--- config.mk ---
export PLATFORM = sky130hd
export DESIGN_NAME = rtc_bus_ctrl
export DESIGN_NICKNAME = d
export VERILOG_FILES = /design/src/rtl/rtc_bus_ctrl.sv
export SDC_FILE = /design/constraint.sdc
export NUM_CORES = 1
export LEC_CHECK = 0
export ABC_CLOCK_PERIOD_IN_PS = 2100
export BUFFER_PORTS_ARGS = -buffer_cell sky130_fd_sc_hd__buf_4
export CORE_AREA = 8 8 80 82
export CTS_CLUSTER_DIAMETER = 40
export CTS_CLUSTER_SIZE = 8
export DETAILED_ROUTE_END_ITERATION = 8
export DIE_AREA = 0 0 88 90
export PLACE_DENSITY = 0.72
export RECOVER_POWER = 25
export SLEW_MARGIN = 15
export SYNTH_ARGS = -nofsm -noshare
export SYNTH_HDL_FRONTEND = slang
export SYNTH_SLANG_ARGS = --single-unit
--- constraint.sdc ---
create_clock -name clk -period 2.1 [get_ports clk]
set_input_delay 0 -clock clk [delete_from_list [all_inputs] [get_ports clk]]
set_output_delay 0 -clock clk [all_outputs]
set_load 0.05 [all_outputs]
--- src/rtl/rtc_bus_ctrl.sv ---
// ============================================================================
// rtc_bus_ctrl : RTC multiplexed address/data bus sequencer      rev 1.0
// ============================================================================
`default_nettype none

module rtc_bus_ctrl #(
  parameter int unsigned T_PH  = 10,
  parameter int unsigned T_GAP = 5
) (
  input  logic       clk,
  input  logic       reset,
  input  logic       start,
  input  logic       rw,
  input  logic [7:0] Address,
  input  logic [7:0] Data,
  input  logic [7:0] bus_in,
  output logic [7:0] bus_out,
  output logic       bus_oe,
  output logic       CS_n,
  output logic       RD_n,
  output logic       WR_n,
  output logic       AD,
  output logic [7:0] Data_R,
  output logic       busy,
  output logic       done
);

  localparam logic [7:0] PH_LAST  = 8'(T_PH - 1);
  localparam logic [7:0] GAP_LAST = 8'(T_GAP - 1);

  typedef enum logic [3:0] {
    S_IDLE      = 4'd0,
    S_ADDR_SET  = 4'd1,
    S_ADDR_STB  = 4'd2,
    S_ADDR_HOLD = 4'd3,
    S_GAP       = 4'd4,
    S_DATA_SET  = 4'd5,
    S_DATA_STB  = 4'd6,
    S_DATA_HOLD = 4'd7,
    S_DONE      = 4'd8
  } state_t;

  state_t     state_q, state_d;
  logic [7:0] cnt_q, cnt_d;
  logic [7:0] addr_q, addr_d;
  logic [7:0] data_q, data_d;
  logic       rw_q, rw_d;
  logic [7:0] data_r_q, data_r_d;
  logic [7:0] bus_out_q, bus_out_d;
  logic       bus_oe_q, bus_oe_d;
  logic       cs_n_q, cs_n_d;
  logic       rd_n_q, rd_n_d;
  logic       wr_n_q, wr_n_d;
  logic       ad_q, ad_d;
  logic       busy_q, busy_d;
  logic       done_q, done_d;
  logic       phase_end;

  always_comb begin : next_state
    state_d   = state_q;
    cnt_d     = cnt_q;
    addr_d    = addr_q;
    data_d    = data_q;
    rw_d      = rw_q;
    data_r_d  = data_r_q;
    phase_end = 1'b0;

    case (state_q)
      S_IDLE, S_DONE: phase_end = 1'b1;
      S_GAP:          phase_end = (cnt_q == GAP_LAST);
      default:        phase_end = (cnt_q == PH_LAST);
    endcase

    if (state_q == S_IDLE) begin
      if (start) begin
        addr_d  = Address;
        data_d  = Data;
        rw_d    = rw;
        cnt_d   = 8'd0;
        state_d = S_ADDR_SET;
      end
    end else if (phase_end) begin
      cnt_d = 8'd0;
      case (state_q)
        S_ADDR_SET:  state_d = S_ADDR_STB;
        S_ADDR_STB:  state_d = S_ADDR_HOLD;
        S_ADDR_HOLD: state_d = S_GAP;
        S_GAP:       state_d = S_DATA_SET;
        S_DATA_SET:  state_d = S_DATA_STB;
        S_DATA_STB:  state_d = S_DATA_HOLD;
        S_DATA_HOLD: state_d = S_DONE;
        default:     state_d = S_IDLE;
      endcase
      // RD_n is low for the whole of DATA_STB, so bus_in is settled on its last cycle
      if (state_q == S_DATA_STB && !rw_q) begin
        data_r_d = bus_in;
      end
    end else begin
      cnt_d = cnt_q + 8'd1;
    end
  end

  // Pins are decoded from the next state so every output leaves a flop
  always_comb begin : out_decode
    cs_n_d    = 1'b1;
    rd_n_d    = 1'b1;
    wr_n_d    = 1'b1;
    ad_d      = 1'b1;
    bus_oe_d  = 1'b0;
    bus_out_d = bus_out_q;
    busy_d    = (state_d != S_IDLE);
    done_d    = (state_d == S_DONE);

    case (state_d)
      S_ADDR_SET, S_ADDR_STB, S_ADDR_HOLD: begin
        cs_n_d    = 1'b0;
        ad_d      = 1'b0;
        bus_oe_d  = 1'b1;
        bus_out_d = addr_d;
        wr_n_d    = (state_d != S_ADDR_STB);
      end
      S_DATA_SET, S_DATA_STB, S_DATA_HOLD: begin
        cs_n_d = 1'b0;
        if (rw_d) begin
          bus_oe_d  = 1'b1;
          bus_out_d = data_d;
          wr_n_d    = (state_d != S_DATA_STB);
        end else begin
          rd_n_d = (state_d != S_DATA_STB);
        end
      end
      default: ;
    endcase
  end

  always_ff @(posedge clk) begin
    if (reset) begin
      state_q   <= S_IDLE;
      cnt_q     <= 8'd0;
      addr_q    <= 8'd0;
      data_q    <= 8'd0;
      rw_q      <= 1'b0;
      data_r_q  <= 8'd0;
      bus_out_q <= 8'd0;
      bus_oe_q  <= 1'b0;
      cs_n_q    <= 1'b1;
      rd_n_q    <= 1'b1;
      wr_n_q    <= 1'b1;
      ad_q      <= 1'b1;
      busy_q    <= 1'b0;
      done_q    <= 1'b0;
    end else begin
      state_q   <= state_d;
      cnt_q     <= cnt_d;
      addr_q    <= addr_d;
      data_q    <= data_d;
      rw_q      <= rw_d;
      data_r_q  <= data_r_d;
      bus_out_q <= bus_out_d;
      bus_oe_q  <= bus_oe_d;
      cs_n_q    <= cs_n_d;
      rd_n_q    <= rd_n_d;
      wr_n_q    <= wr_n_d;
      ad_q      <= ad_d;
      busy_q    <= busy_d;
      done_q    <= done_d;
    end
  end

  assign bus_out = bus_out_q;
  assign bus_oe  = bus_oe_q;
  assign CS_n    = cs_n_q;
  assign RD_n    = rd_n_q;
  assign WR_n    = wr_n_q;
  assign AD      = ad_q;
  assign Data_R  = data_r_q;
  assign busy    = busy_q;
  assign done    = done_q;

endmodule

`default_nettype wire

==> qor.txt <==
Synth Cell Area: 2360 um^2
gr ovfl total: 0
Bufs and invs on worst path: 1
vias in the first global route: 2,339
Antenna Nets Post-Route: 0
share of power burned in registers: 50.6%
Worst Skew: 10.8 ps
WL per Instance: 15.4 um
Adder-Cell Fraction of Synth Area: 0.530%
cell family with most CP delay: compound AO/OA/AOI/OAI gates
status: finished, final reports clean
clk_lat worst skew: 320 ps
Final setup viols: 0
Cell Area, Placed: 2910 um^2
largest family of logic cells by synthesized area: simple AND/OR/NAND/NOR gates
Least-Margin Pin Slew: 626 ps
final wirelength: 6670 um
Mean Syn Cell Area: 8.62 um^2
first-pass GRT wire length: 10,800 um
EDFF count, synth: 0
Critical Path Max Stage Delay: 410 ps
final instance area: 3260 um^2
Pleak: 1.41 nW
YS warnings: 0
io pins: 51
RSZ-0062 raised after global routing: true
Tot Pwr: 0.00211 W
Crit path required time: 2330 ps
Hold WC Path Type: in2reg
total CTS buffers: 5
# fillers: 463
largest net degree at the start of global routing: 39
Power Density: 646 nW/um^2
hpwl dp: 4370 um
clk slew on worst S/H paths: 100 ps
row count: 27
Crit Path Class: reg2reg
CTS tree: built
Gate power share: 20.3%
Sink Count: 52
area growth from synthesis to layout: 38.1%
nets: 389
routability congestion estimate: 0.883
Syn Inst Count: 274
Peak Freq: 481 MHz
Clock Path Buffers: 2
Core Box Area: 5240 um^2
internal power: 0.00145 W
Peak VDD IR: 443 uV
gr usage total: 16.8%
number of max-slew violations in the final report: 0
Via density: 5.60
commonest cells after routing, fill and taps aside: buf_4 (55), dfxtp_1 (51), nand2_1 (47), a21oi_1 (27), dlygate4sd3_1 (24)
setup_tns: 0 ps
net count after synthesis: 303
most common cell after layout, fill and taps aside: buf_4
Clk network pwr share: 29.1%
number of diodes: 0
# Max-Cap Violations: 0
crit path max fanout: 14
# DRC: 0
switching pwr: 0.000652 W
slowest stage cell, crit path: a311o_2
minimum clock period: 2080 ps
port bufs: 50
endpoints failing hold: 0
Unique masters post-synth: 53
area leader, netlist: dfxtp_1
Synth Area in XOR/XNOR: 0%
worst rel slew slack: 58.4%
Yosys top cell area share: 44.1%
Net Sw Frac: 31.0%
Critical Path Sink Type: flip-flop
FF+latch count, synth: 52
worst path cell trace: buf_4 > or2_2 > a311o_2 > or3_4 > o21a_1 > a211oi_2
Synth Area in Compound Gates: 19.5%
top cells by area, synth: dfxtp_1 (44%), mux2i_1 (8.1%), nand2_1 (7.5%)
DR iter-0 viols: 174
Synth async-reset ratio: 0%
fraction of layout cells with a size suffix above 1: 23.0%
period utilization: 99.0%
clock root buffer: clkbuf_8
Vias: 2,423
initial antenna violation count: 0
Die Span Y: 90 um
Top FF cell, synth: dfxtp_1
H-tree level count: 2
sequential fraction of the synthesis area: 44.1%
die area: 7920 um^2
Die W: 88 um
initial core utilization: 45.1%
CP Data Arrival Time: 2310 ps
post-synthesis mux area share: 8.53%
first drt pass iteration count: 5
Synth Area in Simple Gates: 23.8%
crit path launch type: flip-flop
-- registers in the layout, indices dropped and copies added, names as in the netlist --
name and flops:
bus_oe 1, done 1, data_q 8, cnt_q 8, bus_out 8, AD 1
busy 1, rw_q 1, WR_n 1, RD_n 1, Data_R 8, addr_q 8
CS_n 1, state_q 4
-- layer usage --
metal  vias up  track usage [%]  routed length [um]
met1      1130             18.9                2750
met4         0             8.03                 164
met3        19             5.37                 500
met2       112             27.7                3250
met5         -                0                   0
li1       1162                -                   -
-- synth_stat cells (4+ instances only) --
cell type  instances
a21oi_1           27
clkbuf_1          12
a31oi_1            9
nand2_1           47
nor2_1            17
mux2i_1           19
o31ai_1            8
nand3_1            7
buf_2              4
nand4_1            4
dfxtp_1           52
and3_1            10
o21ai_0            5
-- power by group through the flow --
stage	combinational (W)	sequential, W	clock, W
detailed placement	0.000383	0.00109	0
floorplan	0.000172	0.00116	0
global route	0.000460	0.00107	0.000658
global placement	0.000375	0.00109	0
finish	0.000428	0.00107	0.000613
CTS	0.000424	0.00106	0.000627
-- what timing repair did --
item                                   in CTS  in global routing
endpoints found under the hold margin      24                  0
buffers inserted                            0                  2
setup endpoints to repair                   9                 20
hold buffers                               24                  0
gates resized for setup                     2                 11
pin swaps                                   1                  7
-- final timing paths --
path,start,to,slack (ps),cells past startpoint
worst max register to register,state_q[1],cnt_q[4],20,6
worst min-delay path,start,busy,80,3
worst min register to register,addr_q[0],addr_q[0],460,2
worst max-delay path,state_q[1],cnt_q[4],20,6
-- cell families after synthesis --
group,Yosys count
adder cells (fa/ha/maj),1
AND/OR/NAND/NOR,110
multiplexers,20
flip-flops,52
buffers and inverters,21
AO/OA/AOI/OAI,70
-- stage by stage --
| stage | instances | hold slack [ps] | util (%) | setup slack (ps) |
|---|---|---|---|---|
| 2_1_floorplan | 274 | 105 | - | 0.547 |
| 5_1_grt | 433 | 115 | 62.3 | -36.3 |
| 3_5_place_dp | 399 | 237 | 55.5 | 3.59 |
| 3_3_place_gp | 399 | 229 | 55.5 | 10.9 |
| 4_1_cts | 431 | 80.8 | 62.3 | 18.8 |
| 6_report | 433 | 83.9 | 62.3 | 20.4 |
-- final cells by class --
class / instances / area, um^2 / share of cell area, %
clock inverter: 3 / 27.5 / 0.844
multi-input combinational: 201 / 1280 / 39.3
inverter: 4 / 15.0 / 0.460
sequential: 52 / 1040 / 32.0
timing repair buffer: 96 / 736 / 22.6
clock buffer: 5 / 68.8 / 2.11
tap: 72 / 90.1 / 2.76
-- worst reg2reg max path: cells and delay by family, from the launching register on --
kind,cells,cell delay (ps)
compound gates,3,790
flops,1,350
buf+inv,1,200
simple gates,2,660
Note: power is estimated with default switching activity, not from simulation.
